### src/rtl/bin2bcd_pkg.sv
`default_nettype none
// ============================================================================
// Module   : bin2bcd_pkg
// Purpose  : Shared types and elaboration-time helpers for the BCD converter.
// Revision : 1.0  initial release
// ============================================================================
package bin2bcd_pkg;

    typedef enum logic [1:0] {
        ST_IDLE  = 2'd0,
        ST_SHIFT = 2'd1,
        ST_DONE  = 2'd2
    } state_t;

    // 10^d as a 64-bit constant; d <= 10 keeps it well inside range.
    function automatic logic [63:0] pow10(input int d);
        logic [63:0] r;
        r = 64'd1;
        for (int i = 0; i < d; i++) begin
            r = r * 64'd10;
        end
        return r;
    endfunction

    function automatic int clog2(input int v);
        int r;
        r = 0;
        for (int i = 0; i < 32; i++) begin
            if ((64'd1 << i) < 64'(v)) begin
                r = i + 1;
            end
        end
        return r;
    endfunction

endpackage
`default_nettype wire

### src/rtl/bin2bcd_pipe_ctrl_if.sv
`default_nettype none
// ============================================================================
// Module   : bin2bcd_pipe_ctrl_if
// Purpose  : Request/result bundle between a requester and the BCD converter.
// Revision : 1.0  initial release
// ============================================================================
interface bin2bcd_pipe_ctrl_if #(
    parameter int W = 20,
    parameter int D = 6
);
    logic           start;
    logic [W-1:0]   bin;
    logic           ready;
    logic           done_tick;
    logic [4*D-1:0] bcd;
    logic           neg;
    logic           ovf;
    logic [D-1:0]   blank;

    modport master (
        output start, bin,
        input  ready, done_tick, bcd, neg, ovf, blank
    );

    modport slave (
        input  start, bin,
        output ready, done_tick, bcd, neg, ovf, blank
    );
endinterface
`default_nettype wire

### src/rtl/bcd_digit_adj.sv
`default_nettype none
// ============================================================================
// Module   : bcd_digit_adj
// Purpose  : Double-dabble correction: add 3 (mod 16) to a digit above 4.
// Revision : 1.0  initial release
// ============================================================================
module bcd_digit_adj (
    input  logic [3:0] dig_i,
    output logic [3:0] dig_o
);
    assign dig_o = (dig_i > 4'd4) ? (dig_i + 4'd3) : dig_i;
endmodule
`default_nettype wire

### src/rtl/bin2bcd_pipe_ctrl.sv
`default_nettype none
// ============================================================================
// Module   : bin2bcd_pipe_ctrl
// Purpose  : Sequential shift-and-add-3 binary to packed BCD converter.
// Revision : 1.0  initial release
// ============================================================================
module bin2bcd_pipe_ctrl
    import bin2bcd_pkg::*;
#(
    parameter int W         = 20,
    parameter int D         = 6,
    parameter int SIGNED_EN = 0
) (
    input  logic                clk,
    input  logic                rst,
    bin2bcd_pipe_ctrl_if.slave  bus
);

    localparam int          CW  = clog2(W + 1);
    localparam logic [63:0] P10 = pow10(D);

    state_t          state_q, state_d;
    logic [W-1:0]    mag_q, mag_d;
    logic [4*D-1:0]  dig_q, dig_d;
    logic [CW-1:0]   cnt_q, cnt_d;
    logic            neg_q, neg_d;
    logic            ovf_q, ovf_d;
    logic [D-1:0]    blank_q, blank_d;

    logic            accept;
    logic            in_neg;
    logic [W-1:0]    in_mag;
    logic            in_ovf;
    logic [4*D-1:0]  adj;
    logic [4*D-1:0]  shift_dig;
    logic [D-1:0]    shift_blank;
    logic            hi_zero;

    assign accept = (state_q == ST_IDLE) && bus.start;
    assign in_neg = (SIGNED_EN != 0) && bus.bin[W-1];
    // W-bit negation maps -2^(W-1) onto itself, which read unsigned is the magnitude.
    assign in_mag = in_neg ? ((~bus.bin) + W'(1)) : bus.bin;
    assign in_ovf = ({{(64-W){1'b0}}, in_mag} >= P10);

    generate
        for (genvar gi = 0; gi < D; gi++) begin : g_digit
            bcd_digit_adj u_adj (
                .dig_i (dig_q[4*gi +: 4]),
                .dig_o (adj[4*gi +: 4])
            );
        end
    endgenerate

    // Carry out of the top digit falls off the end of the shift.
    assign shift_dig = {adj[4*D-2:0], mag_q[W-1]};

    always_comb begin
        shift_blank = '0;
        hi_zero     = 1'b1;
        for (int i = D - 1; i >= 1; i--) begin
            hi_zero        = hi_zero && (shift_dig[4*i +: 4] == 4'd0);
            shift_blank[i] = hi_zero;
        end
    end

    // State register
    always_ff @(posedge clk) begin
        if (rst) begin
            state_q <= ST_IDLE;
        end else begin
            state_q <= state_d;
        end
    end

    // Next-state logic
    always_comb begin
        state_d = ST_IDLE;
        case (state_q)
            ST_IDLE:  state_d = bus.start ? ST_SHIFT : ST_IDLE;
            ST_SHIFT: state_d = (cnt_q == CW'(1)) ? ST_DONE : ST_SHIFT;
            ST_DONE:  state_d = ST_IDLE;
            default:  state_d = ST_IDLE;
        endcase
    end

    // Outputs
    always_comb begin
        bus.ready     = (state_q == ST_IDLE);
        bus.done_tick = (state_q == ST_DONE);
        bus.bcd       = dig_q;
        bus.neg       = neg_q;
        bus.ovf       = ovf_q;
        bus.blank     = blank_q;
    end

    always_comb begin
        mag_d   = mag_q;
        dig_d   = dig_q;
        cnt_d   = cnt_q;
        neg_d   = neg_q;
        ovf_d   = ovf_q;
        blank_d = blank_q;
        if (accept) begin
            mag_d = in_mag;
            dig_d = '0;
            cnt_d = CW'(W);
            neg_d = in_neg;
            ovf_d = in_ovf;
        end else if (state_q == ST_SHIFT) begin
            mag_d = {mag_q[W-2:0], 1'b0};
            dig_d = shift_dig;
            cnt_d = cnt_q - CW'(1);
            // Capture blank on the last shift so it is valid alongside done_tick.
            if (cnt_q == CW'(1)) begin
                blank_d = shift_blank;
            end
        end
    end

    always_ff @(posedge clk) begin
        if (rst) begin
            mag_q   <= '0;
            dig_q   <= '0;
            cnt_q   <= '0;
            neg_q   <= 1'b0;
            ovf_q   <= 1'b0;
            blank_q <= '0;
        end else begin
            mag_q   <= mag_d;
            dig_q   <= dig_d;
            cnt_q   <= cnt_d;
            neg_q   <= neg_d;
            ovf_q   <= ovf_d;
            blank_q <= blank_d;
        end
    end

endmodule
`default_nettype wire

### src/flat_wrapper.sv
// flat-port wrapper written by rule: the top's interface ports become plain ports
module bin2bcd_pipe_ctrl_flat import bin2bcd_pkg::*;
#(
    parameter int W         = 20,
    parameter int D         = 6,
    parameter int SIGNED_EN = 0
)
  (clk, rst, bus_start, bus_bin, bus_ready, bus_done_tick, bus_bcd, bus_neg, bus_ovf, bus_blank);
  bin2bcd_pipe_ctrl_if #(.W(W), .D(D)) bus_i ();
  input  logic clk;
  input  logic rst;
  input wire logic [$bits(bus_i.start)-1:0] bus_start;
  input wire logic [$bits(bus_i.bin)-1:0] bus_bin;
  output wire logic [$bits(bus_i.ready)-1:0] bus_ready;
  output wire logic [$bits(bus_i.done_tick)-1:0] bus_done_tick;
  output wire logic [$bits(bus_i.bcd)-1:0] bus_bcd;
  output wire logic [$bits(bus_i.neg)-1:0] bus_neg;
  output wire logic [$bits(bus_i.ovf)-1:0] bus_ovf;
  output wire logic [$bits(bus_i.blank)-1:0] bus_blank;
  assign bus_i.start = bus_start;
  assign bus_i.bin = bus_bin;
  assign bus_ready = bus_i.ready;
  assign bus_done_tick = bus_i.done_tick;
  assign bus_bcd = bus_i.bcd;
  assign bus_neg = bus_i.neg;
  assign bus_ovf = bus_i.ovf;
  assign bus_blank = bus_i.blank;
  bin2bcd_pipe_ctrl #(.W(W), .D(D), .SIGNED_EN(SIGNED_EN)) u_core (.clk(clk), .rst(rst), .bus(bus_i));
endmodule
### config.mk
export PLATFORM = sky130hd
export DESIGN_NAME = bin2bcd_pipe_ctrl_flat
export DESIGN_NICKNAME = d
export VERILOG_FILES = /design/src/rtl/bin2bcd_pkg.sv /design/src/rtl/bin2bcd_pipe_ctrl_if.sv /design/src/rtl/bcd_digit_adj.sv /design/src/rtl/bin2bcd_pipe_ctrl.sv /design/src/flat_wrapper.sv
export SDC_FILE = /design/constraint.sdc
export NUM_CORES = 1
export LEC_CHECK = 0
export CAP_MARGIN = 10
export CORE_UTILIZATION = 57
export CTS_CLUSTER_DIAMETER = 30
export DETAILED_ROUTE_END_ITERATION = 10
export DONT_BUFFER_PORTS = 1
export MAX_ROUTING_LAYER = met4
export PLACE_DENSITY = 0.72
export RECOVER_POWER = 25
export SLEW_MARGIN = 20
export SYNTH_ARGS = -nofsm -noshare
export SYNTH_HDL_FRONTEND = slang
export SYNTH_SLANG_ARGS = --single-unit
### constraint.sdc
create_clock -name clk -period 1.8 [get_ports clk]
set_input_delay 0.18 -clock clk [delete_from_list [all_inputs] [get_ports clk]]
set_output_delay 0.18 -clock clk [all_outputs]
set_load 0.02 [all_outputs]
### Word level (Yosys, flattened, before mapping)

Cells that the tools add are included.

| cells by class | value |
|---|---|
| mux-type cells | 13 |
| bitwise gates (word level) | 1 |
| order comparisons | 7 |
| reduce and logical (&&, ||, !) cells | 14 |
| add/sub/neg operators | 7 |
| eq/ne operators | 3 |

Operators with widths:

| operator | number |
|---|---|
| $mux W20 | 2 |
| $gt A4 B3 Y1 const B | 6 |
| $add A4 B2 Y4 const B | 5 |
| $ge A20 B20 Y1 const B | 1 |
| $logic_not A4 Y1 | 5 |
| $mux W4 | 5 |
| $mux W5 | 2 |
| $eq A5 B1 Y1 const B | 1 |
| $logic_and A1 B1 Y1 | 5 |
| $sub A5 B1 Y5 const B | 1 |
| $pmux W2 S2 | 1 |
| $add A3 B2 Y3 const B | 1 |
| $mux W3 | 1 |
| $reduce_and A3 Y1 | 1 |
| $eq A2 B1 Y1 const B | 1 |
| $eq A2 B2 Y1 const B | 1 |
| $logic_not A2 Y1 | 1 |
| $mux W2 | 1 |
| $reduce_bool A2 Y1 | 1 |
| $reduce_or A2 Y1 | 1 |
| $mux W1 | 1 |
| $not A1 Y1 | 1 |

| storage, ports and cells | value |
|---|---|
| bits in registers | 57 |
| word-level logic and storage cells | 52 |
| output and inout port bits | 34 |
| bits of input ports | 23 |

### Logic depth before layout (Yosys ltp)

Gate-level depths: netlist of the first run.

| logic depth | value |
|---|---|
| depth after elaboration | 7 |
| gate-level depth with buffers | 8 |
| gate-level depth less buffers | 8 |

### Hierarchy

A second synthesis of the first run with hierarchy kept.

| second synthesis, totals | value |
|---|---|
| cell total of the unflattened synthesis | 360 |
| area, all modules | 2832.7 µm² |

By module, submodules not included:

| module | sequential area each (µm²) | cells an instance | instances | area each (µm²) |
|---|---|---|---|---|
| bin2bcd_pipe_ctrl | 1141.1 | 270 | 1 | 2209.6 |
| bcd_digit_adj | 0.0 | 15 | 6 | 103.8 |

### Worst setup path after synthesis of the first run

OpenSTA, ideal clock, no wires.

| timing | value |
|---|---|
| path kind | reg-to-reg |
| start point | register u_core.dig_q[16], in the netlist u_core.bus.bcd[16] |
| end point | register u_core.blank_q[1], in the netlist u_core.bus.blank[1] |
| library setup time | 84 ps |
| clock period less this slack | 2041 ps |
| cell stages (with the launch flop) | 9 |
| slack | -241 ps |
| arrival | 1956 ps |
| buffers on the path | 0 |
| data required time | 1716 ps |
| path through | dfxtp_1 inv_1 ha_1 nor2b_1 o21ai_0 o311ai_0 a2111oi_4 nand4_2 o31ai_2 |

| between the ends | value |
|---|---|
| longest elaborated chain between the ends | 7 |
| elaborated cells between the ends (all ways) | 9 |
| those cells by class | add/sub: 1; order compare: 1; mux: 1; reduce/logical: 6 |

RTL lines:

| item | RTL line | RTL |
|---|---|---|
| from (decl) | bin2bcd_pipe_ctrl.sv:24 | `logic [4*D-1:0] dig_q, dig_d;` |
| from (signal assigned) | bin2bcd_pipe_ctrl.sv:130 | `dig_q <= dig_d;` |
| $add A4 B2 Y4 or $gt A4 B3 Y1 (tied branches) | bcd_digit_adj.sv:11 | `assign dig_o = (dig_i > 4'd4) ? (dig_i + 4'd3) : dig_i;` |
| $mux W4 (*) | bcd_digit_adj.sv:11 |  |
| $logic_not A4 Y1 | bin2bcd_pipe_ctrl.sv:61 | `hi_zero = hi_zero && (shift_dig[4*i +: 4] == 4'd0);` |
| $logic_and A1 B1 Y1 (*) (4 in a row) | bin2bcd_pipe_ctrl.sv:61 |  |
| to (signal assigned) | bin2bcd_pipe_ctrl.sv:134 | `blank_q <= blank_d;` |
| to (decl) | bin2bcd_pipe_ctrl.sv:28 | `logic [D-1:0] blank_q, blank_d;` |

Every way passes the cells marked *; elsewhere a longest branch is shown, timed or not.
A chain may end at the register's enable or synchronous reset.

### Worst setup path in the final report of the first run

| timing | value |
|---|---|
| start point | register u_core.cnt_q[1] |
| end point | register u_core.blank_q[1], in the netlist u_core.bus.blank[1] |

| between the ends | value |
|---|---|
| longest elaborated chain between the ends | 2 |

RTL lines:

| item | RTL line | RTL |
|---|---|---|
| from (decl) | bin2bcd_pipe_ctrl.sv:25 | `logic [CW-1:0] cnt_q, cnt_d;` |
| from (signal assigned) | bin2bcd_pipe_ctrl.sv:131 | `cnt_q <= cnt_d;` |
| $eq A5 B1 Y1 | bin2bcd_pipe_ctrl.sv:114 | `if (cnt_q == CW'(1)) begin` |
| $reduce_and A3 Y1 (no line) | -- |  |

Every way passes these cells.

==> qor.yml, run 1 <==
power_and_ir_drop:
  switching_share: 0.2752
  p_switching_mw: 0.8374
  ir_drop_mv: 0.5775
  power_frac_seq: 0.451
  leakagePower_nw: 1.350
  p_per_area_nw_per_um2: 857.1
  p_comb_frac: 0.159
  power_mw: 3.043
  clockPowerShare: 0.390
  p_int_mw: 2.205
drt:
  first_iter_violations: 139
  wire_per_inst_um: 14.61
  ant_nets: 0
  viasPerCell: 5.619
  vias: 2641
  drcViolationCount: 0
  drtPass1Iterations: 4
  wirelength_mm: 6.866
setup_path:
  critical_path_required_ns: 2.06
  startpoint_type: "flop"
  arrival_ns: 2.06
  crit_type: "flop to flop"
  cp-end-kind: "flop"
  crit_fanout: 2
logic_synthesis:
  synth-edff-count: 0
  synth_xor_area_frac: 0.03028
  yosysWarnings: 0
  synthMuxAreaShare: 0.02422
  synthDistinctLibCells: 49
  netlist_area_um2: 2893
  synth-compound-area-share: 0.2357
  postSynthAreaPerCell_um2: 8.035
  synth.area.top_cells: "dfxtp_1 39%, a21oi_1 7.4%, nand2_1 7.4%, ha_1 6.1%, a22oi_1 4.7%"
  synth_top_family_by_area: "compound AO/OA/AOI/OAI gates"
  synth-seq-cells: 57
  netlist_instances: 360
  synth_fa_ha_area_frac: 0.06055
  synth_top_area_frac: 0.3945
  synth.largest_area_cell: "dfxtp_1"
  synth_simple_gate_area_frac: 0.1894
  synth-seq-area-share: 0.3945
  ys_async_sr_fraction: 0
  synthFlopType: "dfxtp_1"
global_routing:
  grt_use_total: 0.2591
  global_route.overflow_total: 0
  grt_pass1_vias: 2302
  grt_max_degree: 58
  grt_pass1_wl_mm: 10.21
  antenna_found_initial: 0
floorplanning:
  die_x_um: 73.24
  ios: 57
  die_h_um: 73.24
  dieArea_um2: 5364
  core-area_um2: 4817
  initial_core_util: 0.6005
  num_rows: 25
final_layout:
  drive_above_1_share: 0.2258
  fin_nets: 435
  diodes: 0
  mostFrequentLayoutCell: "nand2_1"
  n_fill_cell: 388
  final_cell_mix: "57 x nand2_1, 48 x dfxtp_1, 41 x a21oi_1"
  area_growth_pct: 22.71
  post-route-util: 0.7369
timing:
  max_freq_mhz: 554.5
  finalHoldViolations: 27
  setup_ws_ns: -0.003563
  finalMaxSlewViolations: 0
  worst_slew_pin_slew_ns: 0.7017
  hold-worst-slack_ns: -0.1004
  period_needed_ns: 1.804
  setup_tns_ns: -0.003563
  fin_worst_skew_ns: 0.009786
  rsz0062_at_grt: "yes"
  fin_crit_sh: 1.002
  final-setup-viol-count: 1
  relSlewSlack: 0.5317
cts:
  cts-hold-fix-buffers: 2
  cts_sinks: 57
  cts_buffer_depth: 2
  clk_latency_ns: 0.34
  cts_buffers: 9
  clockRootBuffer: "clkbuf_8"
  path_clk_slew_ns: 0.07
  cts_htree_levels: 3
  cts_tree: "done"
min_path:
  min_path_type: "primary input to flop"
place:
  place_hpwl_mm: 4.278
  io_buffers: 0
  gp_congestion: 0.8129
outcome:
  violations: "negative hold slack, negative setup slack"
  status: "finished, violations left"
job:
  max_cap_viol_count: 0
==> power groups by stage <==
stage	sequential [mW]	clock (mW)	combinational, mW
after detailed placement	1.40	0	0.432
after global routing	1.38	1.25	0.531
after CTS	1.37	1.21	0.455
after floorplan	1.41	0	0.301
final	1.37	1.19	0.483
after global placement	1.39	0	0.425
==> stage by stage <==
step | setup slack [ns] | area [um^2] | instances | hold WS (ns)
after floorplan | 0.004196 | 2925 | 361 | 0.3160
after global routing | -0.1385 | 3550 | 470 | -0.1047
after detailed placement | -0.04342 | 3227 | 447 | 0.2535
final | -0.003563 | 3550 | 470 | -0.1004
after global placement | -0.02175 | 3227 | 447 | 0.2510
after CTS | -0.004691 | 3496 | 467 | -0.1122
==> layout make-up <==
type	instances	area [um^2]	share of cell area
multi-input combinational	260	1668	0.4699
sequential	57	1162	0.3275
timing repair buffer	46	346.6	0.09764
clock buffer	11	141.4	0.03983
inverter	24	95.09	0.02679
tap	67	83.83	0.02362
clock inverter	5	52.55	0.01480
==> repair_timing <==
action,CTS,global route
pin swaps,0,2
buffers inserted,2,2
cloned,0,1
endpoints found under the hold margin,29,27
endpoints found under the setup margin,23,7
gates resized for setup,12,18
==> final timing paths <==
kind	cells after the start	slack, ns	startpoint	endpoint
max	7	-0.004	u_core.cnt_q[1]	u_core.bus.blank[1]
min	1	-0.10	rst	u_core.mag_q[12]
max reg2reg	7	-0.004	u_core.cnt_q[1]	u_core.bus.blank[1]
min reg2reg	2	0.45	u_core.mag_q[11]	u_core.mag_q[11]
==> synth_stat cells, types with 2 or more instances <==
| master | instances |
|---|---|
| dfxtp_1 | 57 |
| nand2_1 | 57 |
| a21oi_1 | 43 |
| nor2_1 | 28 |
| inv_1 | 22 |
| o21ai_0 | 20 |
| a22oi_1 | 18 |
| clkbuf_1 | 14 |
| ha_1 | 14 |
| xnor2_1 | 9 |
| mux2i_1 | 7 |
| nand3_1 | 7 |
| a211oi_1 | 6 |
| nor2b_1 | 6 |
| nor3_1 | 6 |
| and2_1 | 3 |
| a21o_1 | 2 |
| a32oi_1 | 2 |
| buf_1 | 2 |
| buf_4 | 2 |
| inv_2 | 2 |
| nor4_1 | 2 |
| o211ai_1 | 2 |
| o311ai_0 | 2 |
| o31ai_1 | 2 |
| or3_1 | 2 |
==> critical path, cell delays in order (launching register included) <==
cell	delay, ns
dfxtp_2	0.32
inv_2	0.07
ha_4	0.12
or4b_4	0.45
or2_4	0.28
nor3_4	0.15
nand4_2	0.15
o31ai_2	0.19
==> per-layer routing <==
layer	wire [um]	up-vias	global-route usage
met5	0	-	-
met4	128	0	0.1329
met3	413	10	0.06768
met2	3326	77	0.4002
met1	2998	1229	0.3106
li1	-	1325	-
==> state kept, by name (all words and copies together), names as in the netlist <==
register / count
u_core.bus.bcd: 24
u_core.mag_q: 20
u_core.bus.blank: 5
u_core.cnt_q: 5
u_core.state_q: 2
u_core.bus.ovf: 1
==> cells by family after synthesis <==
logic type / after synthesis
buf+inv: 44
compound gates: 107
other cells: 1
xor+xnor: 10
flops: 57
fa+ha+maj: 14
simple gates: 120
mux: 7
No activity file was read; power rests on OpenSTA's default activity.
==> inputs of run 2 (changes only) <==
--- a/config.mk
+++ b/config.mk
@@ -13,7 +13,6 @@
 export MAX_ROUTING_LAYER = met4
 export PLACE_DENSITY = 0.72
 export RECOVER_POWER = 25
-export SLEW_MARGIN = 20
 export SYNTH_ARGS = -nofsm -noshare
 export SYNTH_HDL_FRONTEND = slang
 export SYNTH_SLANG_ARGS = --single-unit
==> results of run 2 <==
Same layout as run 1: the final DEF is identical, and so are final timing and power.
